`src/rtl/mat_pkg.sv`:
```
// Shared types and defaults for the MatInst fetch path.
package mat_pkg;

    typedef enum logic {
        MAT_FETCH_IDLE = 1'b0,
        MAT_FETCH_RUN  = 1'b1
    } MatFetchState_t;

    localparam int MAT_QUEUE_DEPTH_DEFAULT = 4;

endpackage

```
`src/rtl/mat_fetch_fifo.sv`:
```
// Generic synchronous FIFO with flush. DEPTH must be a power of two so the
// pointers wrap naturally. Push while full is accepted only alongside a pop.
module mat_fetch_fifo #(
    parameter  int DEPTH      = 4,
    parameter  int DATA_WIDTH = 8,
    localparam int PTR_W      = $clog2(DEPTH),
    localparam int CNT_W      = PTR_W + 1
) (
    input  logic                  clock,
    input  logic                  reset,
    input  logic                  push_i,
    input  logic [DATA_WIDTH-1:0] push_data_i,
    input  logic                  pop_i,
    input  logic                  flush_i,
    output logic [DATA_WIDTH-1:0] head_data_o,
    output logic [CNT_W-1:0]      count_o,
    output logic                  full_o,
    output logic                  empty_o
);

    logic [DATA_WIDTH-1:0] mem_q [DEPTH];
    logic [PTR_W-1:0]      wr_ptr_q, rd_ptr_q;
    logic [CNT_W-1:0]      count_q;
    logic                  do_push, do_pop;

    assign full_o      = (count_q == CNT_W'(DEPTH));
    assign empty_o     = (count_q == '0);
    assign count_o     = count_q;
    assign head_data_o = mem_q[rd_ptr_q];

    // A flush cancels any push in the same cycle; a pop is moot once flushed.
    assign do_pop  = pop_i && !empty_o;
    assign do_push = push_i && !flush_i && (!full_o || do_pop);

    // Pointer and occupancy tracking.
    always_ff @(posedge clock) begin
        if (!reset) begin
            wr_ptr_q <= '0;
            rd_ptr_q <= '0;
            count_q  <= '0;
        end else if (flush_i) begin
            wr_ptr_q <= '0;
            rd_ptr_q <= '0;
            count_q  <= '0;
        end else begin
            if (do_push) wr_ptr_q <= wr_ptr_q + 1'b1;
            if (do_pop)  rd_ptr_q <= rd_ptr_q + 1'b1;
            case ({do_push, do_pop})
                2'b10:   count_q <= count_q + CNT_W'(1);
                2'b01:   count_q <= count_q - CNT_W'(1);
                default: count_q <= count_q;
            endcase
        end
    end

    // Storage; entry 0 is cleared on reset so the head reads zero afterwards.
    always_ff @(posedge clock) begin
        if (!reset) begin
            mem_q[0] <= '0;
        end else if (do_push) begin
            mem_q[wr_ptr_q] <= push_data_i;
        end
    end

endmodule

```
`src/rtl/mat_inst_fetch_queue.sv`:
```
// Instruction prefetch stage: drives the instruction-memory read port from a
// registered pc and queues {addr, word} entries for the controller.
module mat_inst_fetch_queue
    import mat_pkg::*;
#(
    parameter  int INST_MEM_SIZE        = 2048,
    parameter  int INST_MEM_ADDR_SIZE   = 32,
    parameter  int INST_MEM_WIDTH_BYTES = 16,
    parameter  int QUEUE_DEPTH          = MAT_QUEUE_DEPTH_DEFAULT,
    localparam int INST_MEM_WIDTH_SIZE  = 8 * INST_MEM_WIDTH_BYTES,
    localparam int COUNT_SIZE           = $clog2(QUEUE_DEPTH) + 1
) (
    input  logic                           clock,
    input  logic                           reset,
    input  logic                           start,
    input  logic [INST_MEM_ADDR_SIZE-1:0]  start_addr,
    input  logic                           redirect,
    input  logic [INST_MEM_ADDR_SIZE-1:0]  redirect_addr,
    input  logic                           halt,
    output logic [INST_MEM_ADDR_SIZE-1:0]  inst_mem_read_addr,
    input  logic [INST_MEM_WIDTH_SIZE-1:0] inst_mem_data_out,
    output logic                           inst_valid,
    output logic [INST_MEM_WIDTH_SIZE-1:0] inst_data,
    output logic [INST_MEM_ADDR_SIZE-1:0]  inst_addr,
    input  logic                           inst_ready,
    output logic                           running,
    output logic [COUNT_SIZE-1:0]          count
);

    localparam int ENTRY_W = INST_MEM_ADDR_SIZE + INST_MEM_WIDTH_SIZE;
    localparam logic [INST_MEM_ADDR_SIZE-1:0] PC_STRIDE =
        INST_MEM_ADDR_SIZE'(INST_MEM_WIDTH_BYTES);
    localparam logic [INST_MEM_ADDR_SIZE-1:0] PC_LAST =
        INST_MEM_ADDR_SIZE'((INST_MEM_SIZE - 1) * INST_MEM_WIDTH_BYTES);

    MatFetchState_t                  state_q, state_d;
    logic [INST_MEM_ADDR_SIZE-1:0]   pc_q, pc_d;
    logic                            run, pop, fetch, flush;
    logic                            fifo_full, fifo_empty;
    logic [ENTRY_W-1:0]              head;

    assign run   = (state_q == MAT_FETCH_RUN);
    assign pop   = inst_valid && inst_ready;
    // Halt and redirect only matter while fetching; both empty the queue.
    assign flush = run && (halt || redirect);
    assign fetch = run && !halt && !redirect && (!fifo_full || pop);

    assign inst_mem_read_addr = pc_q;
    assign inst_valid         = !fifo_empty;
    assign inst_addr          = head[ENTRY_W-1 -: INST_MEM_ADDR_SIZE];
    assign inst_data          = head[INST_MEM_WIDTH_SIZE-1:0];
    assign running            = run;

    mat_fetch_fifo #(
        .DEPTH      (QUEUE_DEPTH),
        .DATA_WIDTH (ENTRY_W)
    ) u_fifo (
        .clock       (clock),
        .reset       (reset),
        .push_i      (fetch),
        .push_data_i ({pc_q, inst_mem_data_out}),
        .pop_i       (pop),
        .flush_i     (flush),
        .head_data_o (head),
        .count_o     (count),
        .full_o      (fifo_full),
        .empty_o     (fifo_empty)
    );

    // Next-state and pc selection; halt outranks redirect, start only from IDLE.
    always_comb begin
        state_d = state_q;
        pc_d    = pc_q;
        case (state_q)
            MAT_FETCH_IDLE: begin
                if (start) begin
                    state_d = MAT_FETCH_RUN;
                    pc_d    = start_addr;
                end
            end
            MAT_FETCH_RUN: begin
                if (halt) begin
                    state_d = MAT_FETCH_IDLE;
                end else if (redirect) begin
                    pc_d = redirect_addr;
                end else if (fetch) begin
                    pc_d = (pc_q == PC_LAST) ? '0 : pc_q + PC_STRIDE;
                end
            end
            default: state_d = MAT_FETCH_IDLE;
        endcase
    end

    // State and pc registers.
    always_ff @(posedge clock) begin
        if (!reset) begin
            state_q <= MAT_FETCH_IDLE;
            pc_q    <= '0;
        end else begin
            state_q <= state_d;
            pc_q    <= pc_d;
        end
    end

endmodule

```
`config.mk`:
```
export PLATFORM = sky130hd
export DESIGN_NAME = mat_inst_fetch_queue
export DESIGN_NICKNAME = d
export VERILOG_FILES = /design/src/rtl/mat_pkg.sv /design/src/rtl/mat_fetch_fifo.sv /design/src/rtl/mat_inst_fetch_queue.sv
export SDC_FILE = /design/constraint.sdc
export NUM_CORES = 1
export LEC_CHECK = 0
export BUFFER_PORTS_ARGS = -buffer_cell sky130_fd_sc_hd__buf_2
export CELL_PAD_IN_SITES_DETAIL_PLACEMENT = 1
export CELL_PAD_IN_SITES_GLOBAL_PLACEMENT = 1
export CORE_AREA = 3 3 252 254
export CTS_BUF_LIST = sky130_fd_sc_hd__clkbuf_16
export DETAILED_ROUTE_END_ITERATION = 16
export DIE_AREA = 0 0 255 257
export GPL_ROUTABILITY_DRIVEN = 0
export GPL_TIMING_DRIVEN = 0
export PLACE_DENSITY_LB_ADDON = 0.1
export SLEW_MARGIN = 20
export SYNTH_ARGS = -nofsm -noshare
export SYNTH_HDL_FRONTEND = slang
export SYNTH_SLANG_ARGS = --single-unit
```
`constraint.sdc`:
```
create_clock -name clock -period 14.7 [get_ports clock]
set_input_delay 0.735 -clock clock [delete_from_list [all_inputs] [get_ports clock]]
set_output_delay 0.735 -clock clock [all_outputs]
set_load 0.03 [all_outputs]
```
==> results of run 1 <==
-- flip-flops by register name, indices dropped and copies added, names as in the netlist, named ones only --
register / count
running: 1
u_fifo.wr_ptr_q: 2
inst_mem_read_addr: 32
u_fifo.rd_ptr_q: 2
u_fifo.count_o: 3
u_fifo.mem_q: 640
-- cell usage in the layout (no fill, tap or decap), drive strengths merged, types with 4 or more instances in the layout --
cell,synthesis,routed
edfxtp,640,640
buf,26,458
mux4,160,160
and3,160,160
clkbuf,79,152
nand2,44,44
dfxtp,42,42
inv,10,42
nor2,30,30
nand4,26,26
nand3,25,25
clkinv,0,21
a22o,15,15
a21oi,14,14
o21ai,12,12
or4,11,11
nor4,10,10
a22oi,8,8
a41oi,6,6
o211ai,6,6
or4b,6,6
nor3,6,6
nand2b,5,5
o41ai,5,5
diode,0,4
nor4b,4,4
xor2,4,4
a31oi,4,4
o21a,4,4
bufinv,0,4
-- through the flow --
| stage | instances | hold WS [ns] |
|---|---|---|
| floorplan | 1410 | 0.485 |
| global placement | 2593 | 0.516 |
| detailed placement | 2632 | 0.537 |
| CTS | 2762 | 0.455 |
| global route | 2766 | 0.473 |
| finish | 2766 | 0.494 |
-- final timing paths --
kind / to / slack (ns) / cells after the start
hold / removal: inst_mem_read_addr[24] / 0.49 / 3
setup / recovery: inst_data[87] / 10.25 / 5
hold reg to reg: u_fifo.rd_ptr_q[0] / 0.56 / 2
setup reg to reg: inst_mem_read_addr[1] / 11.39 / 8
-- final cells by class --
cell class	instances	area, um2
inverters	10	37.5
multi-input cells	613	6500
fillers	5743	28600
clock inverters	57	358
repair buffers	432	2660
flip-flops and latches	682	20100
diodes	4	10.0
well taps	790	988
plain buffers	105	402
clock buffers	73	1830
-- Yosys cell counts, types with 5 or more instances --
| master | number | share of area |
|---|---|---|
| nand4_1 | 25 | 0.0058 |
| a41oi_1 | 6 | 0.0019 |
| buf_1 | 23 | 0.0032 |
| nor3_1 | 5 | 0.00093 |
| clkbuf_1 | 77 | 0.011 |
| mux4_2 | 160 | 0.13 |
| o211ai_1 | 6 | 0.0017 |
| nor2_1 | 30 | 0.0042 |
| edfxtp_1 | 640 | 0.71 |
| inv_1 | 10 | 0.0014 |
| nor4_1 | 10 | 0.0023 |
| and3_1 | 159 | 0.037 |
| nand2b_1 | 5 | 0.0012 |
| a22o_1 | 15 | 0.0049 |
| a21oi_1 | 14 | 0.0026 |
| o21ai_0 | 12 | 0.0022 |
| dfxtp_1 | 42 | 0.031 |
| or4_1 | 8 | 0.0022 |
| a22oi_1 | 8 | 0.0022 |
| o41ai_1 | 5 | 0.0016 |
| nand2_1 | 43 | 0.0060 |
| nand3_1 | 25 | 0.0046 |
-- layer usage --
| layer | vias up | routed length [um] | part of all wire |
|---|---|---|---|
| li1 | 6902 | - | - |
| met5 | - | 17 | 0.00023 |
| met1 | 8168 | 30000 | 0.41 |
| met4 | 2 | 1810 | 0.025 |
| met2 | 473 | 36700 | 0.51 |
| met3 | 109 | 3990 | 0.055 |
-- worst max-delay path, cell delays in order (launching register included) --
cell and delay (ns):
dfxtp_1 0.30, clkbuf_1 0.40, clkbuf_1 0.79, buf_1 0.78
mux4_2 0.62, buf_2 0.20
-- kinds of logic (layout without fill, tap and decap cells) --
| logic type | after synthesis | after routing | synth area share |
|---|---|---|---|
| simple gates | 342 | 342 | 0.0742 |
| fa+ha+maj | 3 | 3 | 0.00167 |
| mux | 163 | 163 | 0.135 |
| xor+xnor | 6 | 6 | 0.00195 |
| compound gates | 99 | 99 | 0.0271 |
| buf+inv | 115 | 677 | 0.0162 |
| flops | 682 | 682 | 0.744 |
| other cells | 0 | 4 | 0 |
-- power by group through the flow --
| stage | sequential (mW) | combinational [mW] | clock (mW) |
|---|---|---|---|
| after floorplan | 2.21 | 0.185 | 0 |
| after global placement | 2.21 | 0.323 | 0 |
| after detailed placement | 2.20 | 0.333 | 0 |
| after CTS | 2.16 | 0.334 | 1.74 |
| after global routing | 2.16 | 0.350 | 1.82 |
| final | 2.16 | 0.329 | 1.69 |
==> impl_metrics.ini, run 1 <==
[timing]
final.min_clock_period_ns = 4.45
rsz0062_at_grt = no
tightest_slew_ns = 1.04
hold_violations = 0
setup_slack_ns = 10.25
tns_ns = 0
fin_skew_ns = 0.0218
slew_headroom = 0.309
fmax_mhz = 225
report.final.slew_viol_count = 0
fin_crit_sh = 0.302
setup_viol = 0

[drt]
vias = 15654
antenna_left = 0
drtIter0Drc = 1224
wl_per_cell_um = 26.2
vias_per_cell = 5.66
wl_mm = 72.5
dr.pass1.iters = 7
drc = 0

[finish]
design_area_um2 = 32800
fin_nets = 2118
fin_util = 0.534
layout-drive-gt1-share = 0.357
area_delta_synth_final_pct = 21.8

[yosys]
synthCells = 1410
synthFlopType = edfxtp_1
netlist_area_um2 = 27000
ys_seq_area_frac = 0.744
synth_edf_count = 640
yosys_warnings = 0
ys_types = 63
ys_ff_latch = 682
synth_nets = 1611
synth_async_sr_flop_share = 0
avgSynthCellArea_um2 = 19.1

[clock_tree]
post_cts_buffers = 0
clkLatencyLatePin_ns = 0.59
cts_buffer_depth = 3
cts_resized = 0
htreeDepth = 3
path_clk_slew_ns = 0.06
cts_tree = done
cts.sinks = 682
cts-root-buf = clkbuf_16
hold_buffers = 0
cts_made_buffers = 73

[global_routing]
overflow = 0
grt_max_degree = 43
use_met1 = 0.296
grtUsageMet3 = 0.0405
antenna_found_initial = 6
grt_pass1_wl_mm = 107
track_usage = 0.221
grt.busiest_layer = met2
grt.met2_usage = 0.368
grt_pass1_vias = 16705

[critical_path]
crit_type = reg2out
crit_arrival_ns = 3.71
cp.required_ns = 13.97
start_kind = flip-flop
worst_r2r_startpoint = inst_mem_read_addr[5]
end_kind = primary output
crit_fanout = 10

[power]
p_leak_nw = 12.3
p_int_mw = 3.22
p_clk_frac = 0.405
seqPwrFrac = 0.516
switching_share = 0.229
power.switching_uw = 958
peakVddDrop_v = 0.000108
p_total_mw = 4.18
power_frac_comb = 0.079
power_density_nw_per_um2 = 127

[status]
status = finished clean

[floorplan]
fp.dieH_um = 257
coreArea_um2 = 61500
start_util = 0.439
fp-row-count = 91
die_w_um = 255
num_io_pins = 395
die_area_um2 = 65500

[worst_hold_path]
min_from = start_addr[24]
hp-class = in2reg

[placement]
pre_cts_ws_ns = 10.43
dp_hpwl_mm = 50.7
io_buffers = 393
placement.cell_area_um2 = 30700

[job]
maxCapViolCount = 0
Note: power is estimated with default switching activity, not from simulation.
==> inputs of run 2 (changes only) <==
- CORE_AREA: 3 3 252 254 -> 3 3 239 241
- DIE_AREA: 0 0 255 257 -> 0 0 242 244
- clock period: 14.7 -> 4.2 ns (I/O delays scaled with it)
==> run 2 against run 1 <==
  * Core utilization is 7.5 points higher
  * Sequential share of layout area is 1.3 points lower
  * Power grew to 3.5 times the previous value
  * Count of clock-buffer cells in the layout is 3 higher
  * Die area is 9.9% lower
  * Non-clock buffer count is 69 higher
  * Clock skew is 0.011 ns lower
  * Critical endpoint is now inst_addr[11]
  * Design area is 2.2% higher
  * Clock power grew to 3.5 times the previous value
  * Highest routed layer unchanged
  * Largest power group unchanged
  * First-iteration DRC count is 7.4% lower
==> impl_metrics.ini, run 2 (synthesized netlist as in run 1, its figures left out) <==
[critical_path]
crit_fanout = 10
reg2reg_depth = 8
critPathTopFamily = buffers and inverters
crit_type = reg2out
crit_buf_inv = 4
cp.required_ns = 3.99
crit_arrival_ns = 3.74
r2r-end = inst_mem_read_addr[5]
slowest_stage = clkdlybuf4s15_1
worst_r2r_startpoint = inst_mem_read_addr[4]
end_kind = primary output
cp_cell_sequence = clkbuf_1 > clkdlybuf4s15_1 > buf_1 > mux4_2 > buf_2
slowest_delay_ns = 0.82
start_kind = flip-flop
reg2reg_slack_ns = 0.63

[clock_tree]
path_clk_slew_ns = 0.06
clkLatencyLatePin_ns = 0.60
cts_tree = done
cts_buffer_depth = 3
cts-root-buf = clkbuf_16
cts_made_buffers = 71
cts.sinks = 682
post_cts_buffers = 0
htreeDepth = 3

[worst_hold_path]
hp-class = in2reg
worstHoldEndpoint = inst_mem_read_addr[25]
min_from = redirect_addr[25]
hold_depth = 4

[power]
peakVddDrop_v = 0.000385
p_leak_nw = 12.6
power_density_nw_per_um2 = 436

[floorplan]
die_w_um = 242
fp-row-count = 86
num_io_pins = 395
fp.dieH_um = 244
start_util = 0.489
coreArea_um2 = 55100
die_area_um2 = 59000

[global_routing]
antenna_found_initial = 1
grt_max_degree = 41
grt_pass1_vias = 17222
overflow = 0
grt_pass1_wl_mm = 110
track_usage = 0.247

[job]
maxCapViolCount = 0

[finish]
largest_register = u_fifo.mem_q
design_area_um2 = 33600
final-instance-count-excl-fill = 2786
layout-drive-gt1-share = 0.352
largest_reg_flops = 640
area_delta_synth_final_pct = 24.5
layout_commonest_cell = edfxtp_1
fin_util = 0.609
layout_common_cells = edfxtp_1, buf_2, mux4_2
fin_nets = 2185

[drt]
dr.pass1.iters = 5
antenna_left = 0
vias_per_cell = 5.74
drc = 0
wl_per_cell_um = 26.1
drtIter0Drc = 1133
vias = 15999
wl_mm = 72.8

[timing]
report.final.slew_viol_count = 0
slew_headroom = 0.373
final.min_clock_period_ns = 3.95
rsz0062_at_grt = no
hold_violations = 0
fin_skew_ns = 0.0103
setup_slack_ns = 0.247
setup_viol = 0
fmax_mhz = 253
tightest_slew_ns = 0.940
fin_crit_sh = 0.941

[placement]
pre_cts_ws_ns = 0.371
io_buffers = 393
place_inst = 2589
dp_hpwl_mm = 49.8
placement.cell_area_um2 = 30700

[status]
status = finished clean
## run 2: cell count changes in the layout (fill, tap and decap cells not counted), moves of 4 or more
cell,change
dlygate4sd3_1,+70
inv_1,-12
buf_1,-4
clkbuf_2,+4
clkinv_1,+4
dfxtp_1,-4
## run 2: metal layers
layer / track usage / vias to the layer above / wire length [um]
met1: 0.328 / 8319 / 29500
met4: 0.0836 / 2 / 2060
met5: 0 / - / 15
met2: 0.412 / 545 / 36500
met3: 0.0516 / 113 / 4800
li1: - / 7020 / -
## run 2: tightest hold or removal path, stage by stage
cell       delay [ns]
buf_2            0.08
a22o_1           0.13
nand3_1          0.09
o2111ai_1        0.07
## run 2: what timing repair did
action                                  in CTS  in global routing
endpoints found under the setup margin       0                 21
hold endpoints to repair                   219                  0
hold buffers                                70                  0
resized for setup                            0                 10
## run 2: worst max-delay path by stage
stage	from	to	slack [ns]	cells past startpoint
final	flip-flop	inst_addr[11]	0.25	5
after global routing	flip-flop	inst_data[61]	0.009	5
after CTS	flip-flop	inst_data[95]	0.07	5
after detailed placement	reset	u_fifo.mem_q[0][108]	0.37	11
after global placement	redirect	u_fifo.mem_q[0][100]	-5.15	5
after floorplan	u_fifo.count_o[2]	u_fifo.mem_q[0][0]	-1.18	4
## run 2: area by class of cell
| class | count | area, um2 |
|---|---|---|
| multi-input combinational | 613 | 6530 |
| inverter | 10 | 37.5 |
| tap | 748 | 936 |
| buffer | 105 | 413 |
| sequential | 682 | 20100 |
| clock buffer | 76 | 1900 |
| clock inverter | 50 | 278 |
| fill | 5019 | 21500 |
| timing repair buffer | 501 | 3380 |
| antenna | 1 | 2.50 |
## run 2: report_power, final
part           internal, mW  switching, mW
combinational         0.453          0.762
clock                  3.37           2.51
sequential             7.47         0.0793
total                  11.3           3.35
## run 2: per-stage QoR
step           TNS [ns]  hold slack (ns)  total power [mW]
2_1_floorplan   -189.31            0.390              8.37
3_3_place_gp   -1795.07            0.498              8.82
3_5_place_dp          0            0.514              8.85
4_1_cts               0        0.0000941              14.8
5_1_grt               0           0.0171              15.1
6_report              0           0.0207              14.6
==> inputs of run 3 (changes only) <==
- PLACE_DENSITY: not set -> 0.78
- PLACE_DENSITY_LB_ADDON: 0.1 -> not set
==> run 3 against run 2 <==
  * Non-clock buffer count increased by 6
  * Sequential share of layout area decreased by 0.26 points
  * Clock power increased by 4.8%
  * Sequential power about the same
  * Routed wire length increased by 6.7%
  * Largest cell class unchanged
==> impl_metrics.ini, run 3 (synthesized netlist as in run 1, its figures left out) <==
[status]
status = finished clean

[clock_tree]
cts_tree = done
cts-root-buf = clkbuf_16
path_clk_slew_ns = 0.06
cts_made_buffers = 72
htreeDepth = 3
cts.sinks = 682
clkLatencyLatePin_ns = 0.61
cts_buffer_depth = 3

[drt]
vias_per_cell = 5.93
dr.pass1.iters = 5
wl_mm = 77.7
vias = 16543
wl_per_cell_um = 27.9
drtIter0Drc = 1385
drc = 0
antenna_left = 0

[global_routing]
grt_pass1_wl_mm = 117
antenna_found_initial = 2
grt_pass1_vias = 17982
grt_max_degree = 46
overflow = 0
track_usage = 0.264

[timing]
fin_crit_sh = 0.964
hold_slack_ns = 0.0257
slew_headroom = 0.264
report.final.slew_viol_count = 0
setup_viol = 0
fin_skew_ns = 0.0195
rsz0062_at_grt = yes
tightest_slew_ns = 1.10
setup_slack_ns = 0.152
hold_violations = 0
final.min_clock_period_ns = 4.05
fmax_mhz = 247

[floorplan]
fp-row-count = 86
coreArea_um2 = 55100
fp.dieH_um = 244
start_util = 0.489
die_area_um2 = 59000
die_w_um = 242
num_io_pins = 395

[finish]
area_delta_synth_final_pct = 25.0
fin_nets = 2192
fin_util = 0.612
largest_register = u_fifo.mem_q
layout_commonest_cell = edfxtp_1
design_area_um2 = 33700
layout_common_cells = edfxtp_1, buf_2, mux4_2
layout-drive-gt1-share = 0.351
largest_reg_flops = 640

[critical_path]
start_kind = flip-flop
crit_fanout = 10
crit_type = reg2out
crit_arrival_ns = 3.84
cp.required_ns = 3.99
end_kind = primary output

[job]
maxCapViolCount = 0

[power]
p_clk_frac = 0.413
peakVddDrop_v = 0.000375
seqPwrFrac = 0.505
p_int_mw = 11.5
switching_share = 0.232
power.switching_mw = 3.47
p_leak_nw = 12.6
power_frac_comb = 0.083
power_density_nw_per_um2 = 444

[placement]
io_buffers = 393
placement.cell_area_um2 = 30700
dp_hpwl_mm = 51.9
pre_cts_ws_ns = 0.331

[worst_hold_path]
hp-class = in2reg
run 3: cell count changes in the layout (fill, tap and decap cells not counted), sizes merged:
| cell | delta |
|---|---|
| diode | +1 |
| dlygate4sd3 | +8 |
| clkinvlp | -2 |
| inv | -9 |
| clkbuf | -3 |
| bufinv | +4 |
| clkinv | +5 |
| clkdlybuf4s15 | -1 |
run 3: area by class of cell:
cell class | instances | area (um2)
plain buffers | 105 | 404
inverters | 10 | 37.5
well taps | 748 | 936
fillers | 4982 | 21400
clock inverters | 48 | 405
flip-flops and latches | 682 | 20100
multi-input cells | 613 | 6530
clock buffers | 74 | 1850
repair buffers | 507 | 3460
diodes | 2 | 5.00
run 3: worst max-delay path, stage by stage (launching register included):
cell      delay, ns
dfxtp_1        0.32
clkbuf_1       0.52
clkbuf_1       0.76
buf_1          0.78
mux4_2         0.63
buf_2          0.21
run 3: what timing repair did:
action / CTS / global route
endpoints found under the hold margin: 265 / 0
resized for setup: 0 / 4
setup endpoints to repair: 0 / 45
buffers inserted: 0 / 0
hold buffers: 78 / 0
run 3: metal layers:
layer / GRT usage / routed length (um) / vias to the layer above
met4: 0.0831 / 2100 / 2
met5: 0 / 13 / -
met3: 0.0541 / 5100 / 132
li1: - / - / 7030
met2: 0.456 / 40300 / 670
met1: 0.338 / 30200 / 8709
run 3: stage by stage:
| stage | instances | power (mW) | TNS [ns] |
|---|---|---|---|
| after detailed placement | 2587 | 8.85 | 0 |
| final | 2789 | 15.0 | 0 |
| after CTS | 2787 | 15.0 | 0 |
| after global routing | 2788 | 15.4 | -0.532 |
| after floorplan | 1410 | 8.37 | -189.31 |
| after global placement | 2551 | 8.82 | -1609.77 |
run 3: path summary, 6_finish.rpt:
kind / start / end / slack (ns) / cells after the start
setup reg to reg: inst_mem_read_addr[5] / inst_mem_read_addr[5] / 0.61 / 8
hold / removal: inst_mem_data_out[103] / u_fifo.mem_q[3][103] / 0.03 / 2
setup / recovery: flip-flop / inst_data[72] / 0.15 / 5
hold reg to reg: u_fifo.count_o[2] / u_fifo.count_o[2] / 0.52 / 2
run 3: power groups by stage:
stage	logic [mW]	registers, mW	clock network, mW
global placement	1.12	7.70	0
floorplan	0.650	7.72	0
global route	1.30	7.56	6.56
detailed placement	1.16	7.69	0
CTS	1.23	7.55	6.25
finish	1.24	7.55	6.17
